<file path="src/rtl/data_ram_pkg.sv">
// Shared definitions for the data_ram memory-stage RAM: default widths,
// w_r encoding and the index-width helper.
package data_ram_pkg;

  localparam int unsigned DATA_W_DEF = 32;
  localparam int unsigned ADDR_W_DEF = 32;

  // w_r encoding on the shared address bus
  localparam logic RD = 1'b1;
  localparam logic WR = 1'b0;

  // Number of index bits needed to address depth words (depth is a power of two).
  function automatic int unsigned log2_depth(input int unsigned depth);
    int unsigned n;
    n = 0;
    for (int unsigned i = 0; i < 31; i++) begin
      if ((32'd1 << i) < depth) n = i + 1;
    end
    return n;
  endfunction

endpackage

</file>
<file path="src/rtl/data_ram_decode.sv">
// Address window decode for data_ram: flags a hit when addr lies inside
// [BASE_ADDR, BASE_ADDR+DEPTH-1] over the full bus width and produces the
// word index relative to BASE_ADDR.
module data_ram_decode
  import data_ram_pkg::*;
#(
  parameter int unsigned       ADDR_W    = ADDR_W_DEF,
  parameter int unsigned       DEPTH     = 32,
  parameter logic [ADDR_W-1:0] BASE_ADDR = '0,
  parameter int unsigned       IDX_W     = log2_depth(DEPTH)
) (
  input  logic [ADDR_W-1:0] addr,
  output logic              hit,
  output logic [IDX_W-1:0]  index
);

  logic [ADDR_W-1:0] offset;

  // The offset compare covers every upper bit, so there is no aliasing and
  // no wrap past BASE_ADDR+DEPTH-1 even when that sum overflows the bus.
  always_comb begin
    offset = addr - BASE_ADDR;
    hit    = (addr >= BASE_ADDR) && (offset < ADDR_W'(DEPTH));
    index  = offset[IDX_W-1:0];
  end

endmodule

</file>
<file path="src/rtl/data_ram.sv">
// Single-port, word-addressed data RAM for the CPU memory stage.
// Registered read (one-cycle latency), writes commit on the clock edge,
// synchronous active-high reset clears every word and the read register.
// Optional: define DATA_RAM_OOR_ERR_EN to add the registered oor_err flag
// that reports writes aimed outside the address window.
module data_ram
  import data_ram_pkg::*;
#(
  parameter int unsigned       DATA_W    = DATA_W_DEF,
  parameter int unsigned       ADDR_W    = ADDR_W_DEF,
  parameter int unsigned       DEPTH     = 32,
  parameter logic [ADDR_W-1:0] BASE_ADDR = '0
) (
  input  logic              clk,
  input  logic              rst,
  input  logic [ADDR_W-1:0] addr,
  input  logic              w_r,
  input  logic [DATA_W-1:0] wr_data,
  output logic [DATA_W-1:0] rd_data
`ifdef DATA_RAM_OOR_ERR_EN
  ,
  output logic              oor_err
`endif
);

  localparam int unsigned IDX_W = log2_depth(DEPTH);

  logic [DATA_W-1:0] mem [DEPTH];
  logic              hit;
  logic [IDX_W-1:0]  index;

  data_ram_decode #(
    .ADDR_W    (ADDR_W),
    .DEPTH     (DEPTH),
    .BASE_ADDR (BASE_ADDR),
    .IDX_W     (IDX_W)
  ) u_decode (
    .addr  (addr),
    .hit   (hit),
    .index (index)
  );

  // Storage and read register. Only an explicit WR writes; any other w_r
  // value on a hit falls through to the read path so memory is never
  // corrupted by an undriven control line.
  always_ff @(posedge clk) begin
    if (rst) begin
      for (int unsigned i = 0; i < DEPTH; i++) begin
        mem[IDX_W'(i)] <= '0;
      end
      rd_data <= '0;
    end else if (hit) begin
      if (w_r == WR) begin
        mem[index] <= wr_data;
        rd_data    <= '0;
      end else begin
        rd_data <= mem[index];
      end
    end else begin
      rd_data <= '0;
    end
  end

`ifdef DATA_RAM_OOR_ERR_EN
  // Out-of-range write flag, valid for the cycle after the attempt.
  always_ff @(posedge clk) begin
    if (rst) oor_err <= 1'b0;
    else     oor_err <= !hit && (w_r == WR);
  end
`endif

endmodule

</file>
<file path="config.mk">
export PLATFORM = sky130hd
export DESIGN_NAME = data_ram
export DESIGN_NICKNAME = d
export VERILOG_FILES = /design/src/rtl/data_ram_pkg.sv /design/src/rtl/data_ram_decode.sv /design/src/rtl/data_ram.sv
export SDC_FILE = /design/constraint.sdc
export NUM_CORES = 1
export LEC_CHECK = 0
export CORE_UTILIZATION = 30
export CTS_CLUSTER_SIZE = 14
export DETAILED_ROUTE_END_ITERATION = 10
export GPL_ROUTABILITY_DRIVEN = 0
export PLACE_DENSITY = 0.42
export SLEW_MARGIN = 20
export SYNTH_ARGS = -nofsm -noshare
export SYNTH_HDL_FRONTEND = slang
export SYNTH_HIERARCHICAL = 1
export SYNTH_SLANG_ARGS = --single-unit
</file>
<file path="constraint.sdc">
create_clock -name clk -period 5.5 [get_ports clk]
set_input_delay 1.1 -clock clk [delete_from_list [all_inputs] [get_ports clk]]
set_output_delay 1.1 -clock clk [all_outputs]
set_load 0.01 [all_outputs]
</file>
==> results of run 1 <==
==> sequential cells by signal, indices dropped and copies added, names as in the netlist <==
| signal | flops |
|---|---|
| rd_data | 32 |
| mem | 1024 |
==> synth_stat cells (all sizes together) <==
| cell | instances | area share [%] |
|---|---|---|
| nand4 | 2 | 0.026 |
| nor4b | 1 | 0.032 |
| o22ai | 256 | 3.4 |
| edfxtp | 1024 | 65 |
| or3 | 1 | 0.013 |
| nand3b | 4 | 0.064 |
| and2 | 1024 | 14 |
| mux2i | 512 | 11 |
| nand2b | 1 | 0.013 |
| or3b | 2 | 0.042 |
| nand4b | 4 | 0.074 |
| nand2 | 3 | 0.024 |
| clkbuf | 221 | 1.8 |
| or4 | 1 | 0.016 |
| nor3b | 1 | 0.026 |
| nor4 | 70 | 0.94 |
| nor2 | 30 | 0.30 |
| nand3 | 3 | 0.032 |
| or4b | 4 | 0.10 |
| a21oi | 32 | 0.34 |
| nand4bb | 6 | 0.14 |
| nor3 | 5 | 0.095 |
| buf | 107 | 1.3 |
| or2 | 32 | 0.42 |
| dfxtp | 32 | 1.4 |
==> final cells by class <==
class,instances,area share (%)
clock inverters,38,0.460
flip-flops and latches,1056,57.4
diodes,7,0.0320
multi-input cells,1994,26.6
well taps,2058,4.71
clock buffers,176,6.07
repair buffers,259,4.77
==> critical path, cell delays in order <==
cell	delay (ns)
clkdlybuf4s50_1	0.57
buf_4	0.27
nand4bb_2	0.88
buf_4	0.50
o22ai_1	0.29
nor4_1	0.08
buf_4	0.18
a21oi_1	0.41
==> cell families (layout without fill, tap and decap cells) <==
| kind of cell | count (synthesis) | in the layout |
|---|---|---|
| AND/OR/NAND/NOR | 1194 | 1194 |
| flip-flops | 1056 | 1056 |
| multiplexers | 512 | 512 |
| buffers and inverters | 328 | 473 |
| AO/OA/AOI/OAI | 288 | 288 |
| other | 0 | 7 |
==> routing by layer <==
| metal | part of all wire [%] | vias up | GRT usage [%] |
|---|---|---|---|
| li1 | - | 12400 | - |
| met1 | 46 | 13600 | 26.8 |
| met2 | 46 | 600 | 30.3 |
| met3 | 5.1 | 191 | 3.14 |
| met4 | 2.9 | 4 | 5.73 |
| met5 | 0.014 | - | 0 |
==> path summary, 6_finish.rpt <==
check / cells after the start / startpoint / end
setup / recovery: 8 / addr[2] / rd_data[15]$_SDFF_PP0_
hold / removal: 4 / mem[20][7]$_SDFFCE_PN0P_ / rd_data[7]$_SDFF_PP0_
setup reg to reg: 5 / mem[26][28]$_SDFFCE_PN0P_ / rd_data[28]$_SDFF_PP0_
hold reg to reg: 4 / mem[20][7]$_SDFFCE_PN0P_ / rd_data[7]$_SDFF_PP0_
==> through the flow <==
| stage | utilization, % | total power, mW | hold WS [ns] |
|---|---|---|---|
| final | 35.0 | 17.9 | 0.746 |
| after global routing | 35.0 | 18.5 | 0.777 |
| after CTS | 35.0 | 18.2 | 0.747 |
| after detailed placement | 32.7 | 10.7 | 0.739 |
| after global placement | 32.7 | 10.6 | 0.731 |
| after floorplan | - | 10.0 | 0.639 |
==> power by group through the flow <==
stage | sequential (mW) | combinational (mW) | clock (mW)
finish | 9.28 | 1.17 | 7.49
global route | 9.32 | 1.25 | 7.97
CTS | 9.29 | 1.20 | 7.67
detailed placement | 9.45 | 1.20 | 0
global placement | 9.45 | 1.20 | 0
floorplan | 9.42 | 0.625 | 0
==> flow_metrics.env, run 1 <==
export IMPL_yosysWarnings=6
export IMPL_p_int_mw=13.8
export IMPL_clk_pin_slew_ns=0.06
export IMPL_yosys_area_share_simple_pct=15.9
export IMPL_endpoint_kind="register"
export IMPL_rows=145
export IMPL_cts_max_level=3
export IMPL_via_count=26800
export IMPL_final_max_slew_viol_count=0
export IMPL_fin_crit_sh_pct=68.0
export IMPL_area_delta_synth_final_pct=15.8
export IMPL_ys_ff_latch=1056
export IMPL_layout_drive_gt1_share_pct=11.6
export IMPL_first_pass_iters=7
export IMPL_io_buffer_count=98
export IMPL_tightest_slew_ns=1.06
export IMPL_layout_common_cells="and2_1 (1,024), edfxtp_1 (1,024), mux2i_1 (512), o22ai_1 (256), buf_4 (122)"
export IMPL_drtIter0Drc=1844
export IMPL_hold_viol=0
export IMPL_wirelength_um=153000
export IMPL_placedInstanceArea_um2=51100
export IMPL_antenna_found_initial=23
export IMPL_num_nets_final=3494
export IMPL_ioPinCount=99
export IMPL_grt_pass1_vias=27100
export IMPL_dpl_hpwl_um=89900
export IMPL_yosys_mux_area_fraction_pct=10.8
export IMPL_finalWorstSetupSlack_ns=1.76
export IMPL_drv_cap=0
export IMPL_p_sw_share_pct=23.0
export IMPL_maxSlewHeadroom_pct=28.9
export IMPL_p_switching_mw=4.12
export IMPL_cts_resized=0
export IMPL_finalSetupTns_ns=0
export IMPL_synthXorXnorAreaFrac_pct=0
export IMPL_rsz0062_at_grt="no"
export IMPL_post_cts_buffers=0
export IMPL_clockPowerShare_pct=41.8
export IMPL_final_area_um2=54700
export IMPL_hold_buffers=0
export IMPL_die_area_um2=159000
export IMPL_ys_types=33
export IMPL_synth_adder_area_share_pct=0
export IMPL_skew_ns=0.0225
export IMPL_dieHeight_um=399
export IMPL_critPathKind="in -> reg"
export IMPL_ys_seq_area_share_pct=66.4
export IMPL_cts_root_buf="clkbuf_16"
export IMPL_core_um2=156000
export IMPL_drc_errors=0
export IMPL_clock_sinks=1056
export IMPL_postRouteAntennaNets=0
export IMPL_viasPerCell=4.80
export IMPL_cp_start_kind="input port"
export IMPL_hp_class="reg -> reg"
export IMPL_grt_util_all_layers_pct=19.1
export IMPL_cts_tree="done"
export IMPL_grt_pass1_wl_um=214000
export IMPL_combPwrFrac_pct=6.5
export IMPL_rrSetupSlack_ns=3.43
export IMPL_setup_violations=0
export IMPL_final_cells=5588
export IMPL_synth_top_family_by_area="simple AND/OR/NAND/NOR gates"
export IMPL_clockBufferDepth=3
export IMPL_fmax_mhz=267
export IMPL_syn_inst=3378
export IMPL_critPathMaxFanout=15
export IMPL_routedWlPerCell_um=27.3
export IMPL_outcome="completed"
export IMPL_multi_input_area_um2=14500
export IMPL_cts_buffers_inserted=116
export IMPL_grt_overflow=0
export IMPL_seq_area_um2=31400
export IMPL_seqPwrFrac_pct=51.7
export IMPL_syn_area_per_cell_um2=14.0
export IMPL_ir_drop_uv=224
export IMPL_p_per_area_nw_per_um2=328
export IMPL_start_util_pct=30.2
export IMPL_cp_arrival_ns=4.31
export IMPL_period_minus_slack_ns=3.74
export IMPL_die_w_um=399
export IMPL_cp_required_ns=6.07
export IMPL_fillers=14900
export IMPL_syn_cell_area_um2=47300
export IMPL_dp_cells=5367
export IMPL_synth_compound_area_share_pct=3.73
export IMPL_clock_latency_ns=0.72
export IMPL_grt_max_degree=77
export IMPL_post_place_ws_ns=1.02
export IMPL_p_leak_nw=19.9
export IMPL_syn_num_nets=3445
No activity file was read; power rests on OpenSTA's default activity.
==> run 2, diff against run 1 <==
- clock period: 5.5 -> 3.65 ns (I/O delays scaled with it)
==> flow_metrics.env, run 2 (synthesized netlist as in run 1, its figures left out) <==
export IMPL_largest_reg_flops=1024
export IMPL_cp_start_kind="input port"
export IMPL_p_switching_mw=6.40
export IMPL_fmax_mhz=310
export IMPL_crit_buf_inv=4
export IMPL_clk_pin_slew_ns=0.06
export IMPL_crit_path_cell_trace="clkdlybuf4s50_1, nor4_1, nand4_1, nor2_1, buf_4, nor4b_2, nand2_1, buf_4, nor2_2, or2_2, buf_12"
export IMPL_clock_sinks=1056
export IMPL_core_um2=156000
export IMPL_clock_latency_ns=0.74
export IMPL_p_per_area_nw_per_um2=488
export IMPL_first_pass_iters=5
export IMPL_layout_common_cells="and2_1 (1,024), edfxtp_1 (1,024), mux2i_1 (512), o22ai_1 (256), buf_4 (219)"
export IMPL_via_count=27600
export IMPL_hold_buffers=0
export IMPL_num_nets_final=3667
export IMPL_clockPowerShare_pct=42.7
export IMPL_cts_max_level=3
export IMPL_grt_overflow=0
export IMPL_drv_cap=0
export IMPL_grt_pass1_wl_um=217000
export IMPL_dieHeight_um=399
export IMPL_cts_buffers_inserted=120
export IMPL_critPathTopFamily="simple AND/OR/NAND/NOR gates"
export IMPL_period_minus_slack_ns=3.23
export IMPL_rsz0062_at_grt="no"
export IMPL_cts_tree="done"
export IMPL_drtIter0Drc=1918
export IMPL_cp_required_ns=4.05
export IMPL_cts_resized=0
export IMPL_grt_max_degree=53
export IMPL_ir_drop_uv=358
export IMPL_grt_pass1_vias=27800
export IMPL_combPwrFrac_pct=7.1
export IMPL_hold_viol=0
export IMPL_routedWlPerCell_um=26.7
export IMPL_drc_errors=0
export IMPL_p_int_mw=21.5
export IMPL_crit_slowest_cell="clkdlybuf4s50_1"
export IMPL_outcome="completed"
export IMPL_p_sw_share_pct=23.0
export IMPL_cpPeakStageDelay_ns=0.40
export IMPL_hold_ws_ns=0.711
export IMPL_post_cts_buffers=0
export IMPL_fin_util_pct=36.5
export IMPL_cts_root_buf="clkbuf_16"
export IMPL_endpoint_kind="register"
export IMPL_seqPwrFrac_pct=50.2
export IMPL_layout_drive_gt1_share_pct=16.2
export IMPL_top_register="mem"
export IMPL_tightest_slew_ns=1.02
export IMPL_maxSlewHeadroom_pct=31.5
export IMPL_final_area_um2=57100
export IMPL_start_util_pct=30.2
export IMPL_wirelength_um=154000
export IMPL_io_buffer_count=98
export IMPL_final_max_slew_viol_count=0
export IMPL_clockBufferDepth=3
export IMPL_dpl_hpwl_um=100000
export IMPL_top_regs="mem (1024), rd_data (32)"
export IMPL_post_place_ws_ns=-0.260
export IMPL_postRouteAntennaNets=0
export IMPL_skew_ns=0.0281
export IMPL_p_leak_nw=21.2
export IMPL_cp_arrival_ns=3.63
export IMPL_finalWorstSetupSlack_ns=0.420
export IMPL_hp_class="reg -> reg"
export IMPL_fin_crit_sh_pct=88.5
export IMPL_rows=145
export IMPL_ioPinCount=99
export IMPL_setup_violations=0
export IMPL_critPathKind="in -> reg"
export IMPL_antenna_found_initial=7
export IMPL_critPathMostFrequentCell="buf_4"
export IMPL_area_delta_synth_final_pct=20.9
export IMPL_viasPerCell=4.79
export IMPL_grt_util_all_layers_pct=19.4
export IMPL_die_w_um=399
export IMPL_placedInstanceArea_um2=53300
export IMPL_critPathMaxFanout=23
export IMPL_die_area_um2=159000
## run 2: layout make-up
class | instances | area, um2
diodes | 2 | 5.00
well taps | 2058 | 2570
clock inverters | 68 | 597
multi-input cells | 1994 | 14500
flip-flops and latches | 1056 | 31400
clock buffers | 156 | 3230
repair buffers | 428 | 4780
fillers | 14900 | 99300
## run 2: path summary, 6_finish.rpt
| kind | startpoint | end | slack (ns) | depth (start not counted) |
|---|---|---|---|---|
| hold reg to reg | mem[14][20]$_SDFFCE_PN0P_ | rd_data[20]$_SDFF_PP0_ | 0.71 | 4 |
| setup reg to reg | mem[26][13]$_SDFFCE_PN0P_ | rd_data[13]$_SDFF_PP0_ | 1.65 | 4 |
| hold / removal | mem[14][20]$_SDFFCE_PN0P_ | rd_data[20]$_SDFF_PP0_ | 0.71 | 4 |
| setup / recovery | addr[26] | mem[29][21]$_SDFFCE_PN0P_ | 0.42 | 11 |
## run 2: worst reg2reg max path, delay by kind of cell (launching register included)
family | cells | cell delay, ns
flops | 1 | 0.37
mux | 1 | 0.31
compound gates | 2 | 0.28
simple gates | 1 | 0.87
## run 2: through the flow
step	total power, mW	setup TNS, ns	cells
4_1_cts	28.2	0	5760
5_1_grt	28.8	0	5760
2_1_floorplan	15.1	0	3378
3_5_place_dp	16.3	-64.55	5536
6_report	27.9	0	5762
3_3_place_gp	16.3	-113.29	5536
## run 2: per-layer routing
layer | part of all wire, % | GRT usage (%) | vias to the layer above
li1 | - | - | 12700
met1 | 47 | 27.7 | 14100
met2 | 46 | 30.7 | 572
met3 | 3.9 | 2.71 | 186
met4 | 2.7 | 5.34 | 2
met5 | 0.0052 | 0 | -
## run 2: power groups by stage
stage	clock network, mW	logic (mW)	registers [mW]
after floorplan	0	0.942	14.2
after global placement	0	2.04	14.2
after detailed placement	0	2.03	14.2
after CTS	12.2	2.04	14.0
after global routing	12.6	2.11	14.0
final	11.9	1.99	14.0
